## src/rtl/serial_adder_ctrl.sv

```systemverilog
// serial_adder_ctrl: bit-serial LSB-first adder, one full-adder cell reused for WIDTH cycles.
// Ports: clk, rst (sync, active-high), start, a/b/cin (sampled on acceptance) ->
//        busy (RUN), done (1-cycle pulse), sum/cout (held until next acceptance),
//        ovf (signed overflow, only when SERIAL_ADD_OVF_EN is defined).
// Build option: `define SERIAL_ADD_OVF_EN to add the ovf port and its logic.

module half_adder_delay (
  input  logic x,
  input  logic y,
  output logic s,
  output logic c
);
  assign s = x ^ y;
  assign c = x & y;
endmodule

module serial_adder_ctrl #(
  parameter int WIDTH = 32
) (
  input  logic             clk,
  input  logic             rst,
  input  logic             start,
  input  logic [WIDTH-1:0] a,
  input  logic [WIDTH-1:0] b,
  input  logic             cin,
  output logic             busy,
  output logic             done,
  output logic [WIDTH-1:0] sum,
  output logic             cout
`ifdef SERIAL_ADD_OVF_EN
  ,
  output logic             ovf
`endif
);
  localparam int CW = $clog2(WIDTH);
  localparam logic [1:0] IDLE = 2'd0;
  localparam logic [1:0] RUN  = 2'd1;
  localparam logic [1:0] DONE = 2'd2;
  localparam logic [CW-1:0] LAST = CW'(WIDTH - 1);

  logic [1:0]       state_q, state_d;
  logic [WIDTH-1:0] a_q, a_d, b_q, b_d, sum_q, sum_d;
  logic [CW-1:0]    cnt_q, cnt_d;
  logic             carry_q, carry_d, cout_q, cout_d;
  logic             p, g0, s_bit, g1, c_bit;
  logic             run, accept, last;

  half_adder_delay u_ha0 (.x(a_q[0]), .y(b_q[0]),  .s(p),     .c(g0));
  half_adder_delay u_ha1 (.x(p),      .y(carry_q), .s(s_bit), .c(g1));
  assign c_bit = g0 | g1;

  // A new operation may be accepted from IDLE or directly from DONE (back-to-back).
  assign run    = state_q == RUN;
  assign accept = (state_q == IDLE || state_q == DONE) && start;
  assign last   = run && cnt_q == LAST;

  always_comb begin
    state_d = accept ? RUN : last ? DONE : run ? RUN : IDLE;
    a_d     = accept ? a : run ? a_q >> 1 : a_q;
    b_d     = accept ? b : run ? b_q >> 1 : b_q;
    carry_d = accept ? cin : run ? c_bit : carry_q;
    cnt_d   = (run && !last) ? cnt_q + CW'(1) : (accept || last) ? '0 : cnt_q;
    sum_d   = accept ? '0 : run ? {s_bit, sum_q[WIDTH-1:1]} : sum_q;
    cout_d  = accept ? 1'b0 : last ? c_bit : cout_q;
  end

  always_ff @(posedge clk) begin
    if (rst) begin
      state_q <= IDLE;
      a_q     <= '0;
      b_q     <= '0;
      carry_q <= 1'b0;
      cnt_q   <= '0;
      sum_q   <= '0;
      cout_q  <= 1'b0;
    end else begin
      state_q <= state_d;
      a_q     <= a_d;
      b_q     <= b_d;
      carry_q <= carry_d;
      cnt_q   <= cnt_d;
      sum_q   <= sum_d;
      cout_q  <= cout_d;
    end
  end

`ifdef SERIAL_ADD_OVF_EN
  // In the last RUN cycle carry_q is the carry into the MSB and c_bit the carry out of it.
  logic ovf_q, ovf_d;
  always_comb begin
    ovf_d = accept ? 1'b0 : last ? carry_q ^ c_bit : ovf_q;
  end
  always_ff @(posedge clk) begin
    if (rst) ovf_q <= 1'b0;
    else     ovf_q <= ovf_d;
  end
  assign ovf = ovf_q;
`endif

  assign busy = run;
  assign done = state_q == DONE;
  assign sum  = sum_q;
  assign cout = cout_q;
endmodule
```

## config.mk

```make
export PLATFORM = sky130hd
export DESIGN_NAME = serial_adder_ctrl
export DESIGN_NICKNAME = d
export VERILOG_FILES = /design/src/rtl/serial_adder_ctrl.sv
export SDC_FILE = /design/constraint.sdc
export NUM_CORES = 1
export LEC_CHECK = 0
export ABC_AREA = 1
export BUFFER_PORTS_ARGS = -buffer_cell sky130_fd_sc_hd__buf_2
export CAP_MARGIN = 5
export CORE_ASPECT_RATIO = 0.75
export CORE_MARGIN = 4
export CORE_UTILIZATION = 54
export CTS_CLUSTER_SIZE = 10
export DETAILED_ROUTE_END_ITERATION = 10
export PLACE_DENSITY = 0.81
export SYNTH_ARGS = -nofsm -noshare
export SYNTH_HDL_FRONTEND = slang
export SYNTH_SLANG_ARGS = --single-unit
```

## constraint.sdc

```tcl
create_clock -name clk -period 1.5 [get_ports clk]
set_input_delay 0 -clock clk [delete_from_list [all_inputs] [get_ports clk]]
set_output_delay 0 -clock clk [all_outputs]
set_load 0.05 [all_outputs]
```

==> results.json <==
{
  "p_sw_share_pct": 26.9,
  "grt_usage_pct": 22.5,
  "synth_cells": 685,
  "drive_above_1_share_pct": 18.5,
  "tritoncts": "yes",
  "worstSkewPairLatency_ns": 0.34,
  "internal_power_uw": 4680,
  "critPathMaxStageDelay_ns": 0.46,
  "worstPathCellList": "nand2_8, clkinv_1, buf_12, buf_4",
  "postSynthNetCount": 756,
  "die_w_microns": 117,
  "yosys_warnings": 0,
  "avgSynthCellArea_sq_um": 6.97,
  "setup_viol": 0,
  "synthDistinctLibCells": 23,
  "layout_commonest_cell": "nand2_1",
  "pwr-share-comb_pct": 15.1,
  "r2r_end": "cnt_q[1]$_SDFFE_PP0P_",
  "met1_length_microns": 4970,
  "fillers": 684,
  "final_nets": 857,
  "finalMaxSlewViolations": 0,
  "cp_slowest_cell": "dfxtp_2",
  "synth_area_leader_cell": "dfxtp_1",
  "power_switching_uw": 1720,
  "antenna_found_initial": 0,
  "p_per_area_nw_per_um2": 1090,
  "place_area_sq_um": 5350,
  "layout_min_cycle_time_ns": 1.43,
  "drtPass1Iterations": 5,
  "status": "completed",
  "relSlewSlack_pct": 71.8,
  "cellLeakagePower_uw": 0.00274,
  "cts_max_level": 3,
  "grt_max_degree": 39,
  "fmaxAchievable_mhz": 699,
  "vias_per_cell": 5.19,
  "dieArea_sq_um": 10400,
  "ff2ff_setup_slack_ns": 0.11,
  "cts_max_path_buffers": 2,
  "grt_setup_unrepaired": "no",
  "min_path_type": "input port to register",
  "post_cts_buffers": 0,
  "drt_iter0_markers": 383,
  "netlist_top_cells_area": "dfxtp_1 (44%), nand2_1 (16%), nand3_1 (8.1%), a21oi_1 (7.5%), nor2_1 (5.3%)",
  "highest_layer": "met4",
  "ys_seq_area_share_pct": 44.0,
  "worstMarginPinSlew_ns": 0.424,
  "ys_ff_latch": 105,
  "min_path_cells": 5,
  "via_count": 4663,
  "start_kind": "register",
  "hp-start": "b[29]",
  "first_global_vias": 4270,
  "end_kind": "primary output",
  "arrival_ns": 1.43,
  "holdPathEnd": "b_q[29]$_SDFFE_PP0P_",
  "port_buffers": 102,
  "numCtsBuffers": 9,
  "netlist_area_sq_um": 4780,
  "ant_nets": 0,
  "fin_ws_ns": 0.0687,
  "cap_violations": 0,
  "hpwl_microns": 7370,
  "reg2reg_depth": 7,
  "fin_tns_setup_ns": 0,
  "gp_congestion": 0.792,
  "synth_top_area_share_pct": 44.0,
  "reg2reg_from": "cnt_q[0]$_SDFFE_PP0P_",
  "pin_count": 103,
  "critPathBufInv": 3,
  "fp-row-count": 29,
  "drcViolationCount": 0,
  "routedWlPerCell_microns": 12.8,
  "die_h_microns": 89.4,
  "hold_ws_ns": 0.000453,
  "fin_skew_ns": 0.00483,
  "regArea_sq_um": 2100,
  "path_max_fanout": 35,
  "clock_sinks": 105,
  "final_cell_mix": "nand2_1 (201), dfxtp_1 (104), buf_2 (101), nand3_1 (77), a21oi_1 (72)",
  "critPathLaunch": "state_q[0]$_SDFF_PP0_",
  "cp.required_ns": 1.50,
  "clock_power_share_pct": 37.1,
  "path_class": "register to primary output",
  "grt_overflow_total": 0,
  "ir_drop_v": 0.000857,
  "met2WireLength_microns": 5450,
  "initial_core_util_pct": 56.0,
  "area_growth_pct": 22.9,
  "post-route-period-util_pct": 95.4,
  "p_seq_share_pct": 47.8,
  "root_buffer": "clkbuf_16",
  "path_clk_slew_ns": 0.07,
  "multi_input_area_sq_um": 2230,
  "dp_slack_ns": 0.153,
  "grt_pass1_wl_microns": 19100,
  "finalInstanceArea_sq_um": 5870,
  "diodes": 0,
  "wirelength_microns": 11500,
  "core_area_sq_um": 8530,
  "met3WireLength_microns": 793,
  "hold_viol_final": 0,
  "critical-path-top-delay-family": "buffers and inverters",
  "fin_util_pct": 68.8
}
## registers in the layout, summed over array words and instances, names as in the netlist
name     flops
cnt_q        5
sum         32
carry_q      1
a_q         32
cout         1
state_q      2
b_q         32
## per-layer routing
layer	up-vias	track usage (%)
met3	27	5.14
met4	0	8.75
met5	-	0
met1	2091	28.3
met2	158	37.9
li1	2387	-
## area by class of cell
type	count	area share, %
Clock buffer	9	3.84
Multi-Input combinational cell	485	38.0
Sequential cell	105	35.8
Timing Repair Buffer	141	15.9
Clock inverter	7	1.32
Tap cell	108	2.30
Inverter	44	2.86
## kinds of logic (layout without fill, tap and decap cells)
logic type,count (synthesis),count (layout),share of synthesized area [%]
simple gates,409,409,37.7
flops,105,105,44.0
buf+inv,95,201,9.67
compound gates,73,73,7.70
fa+ha+maj,3,3,0.943
## worst max path at each step
stage	slack, ns	to	cells past startpoint
5_1_grt	0.007	busy	4
4_1_cts	0.04	busy	5
2_1_floorplan	0.25	done	3
3_3_place_gp	0.21	cnt_q[2]$_SDFFE_PP0P_	9
3_5_place_dp	0.15	a_q[25]$_SDFFE_PP0P_	5
6_report	0.07	busy	4
## through the flow
step | cells | total power, uW
global placement | 863 | 3990
CTS | 899 | 6410
detailed placement | 863 | 4030
floorplan | 685 | 3780
finish | 899 | 6400
global route | 899 | 6690
## cell usage after synthesis, drive strengths merged
cell,count
buf,39
o21a,1
nand3b,29
dfxtp,105
a21oi,72
nor3,29
nand3,77
ha,2
inv,43
nand2,204
clkbuf,12
fa,1
nor2,70
clkinv,1
## worst reg2reg max path, stage by stage (launching register included)
cell and delay, ns:
dfxtp_1 0.33, ha_1 0.21, nand2_1 0.08, nor2_1 0.04, ha_1 0.21, nor2_2 0.22
nand2_1 0.07, a21oi_1 0.15
## power groups by stage
stage	Clock, uW	Sequential, uW	Combinational (uW)
6_report	2380	3060	967
5_1_grt	2520	3080	1100
4_1_cts	2400	3060	959
3_5_place_dp	0	3120	909
3_3_place_gp	0	3110	882
2_1_floorplan	0	3100	682
## what timing repair did
item,in CTS,in global routing
setup endpoints to repair,1,2
hold endpoints to repair,20,0
resized for setup,2,2
hold buffers,20,0
Note: power is estimated with default switching activity, not from simulation.
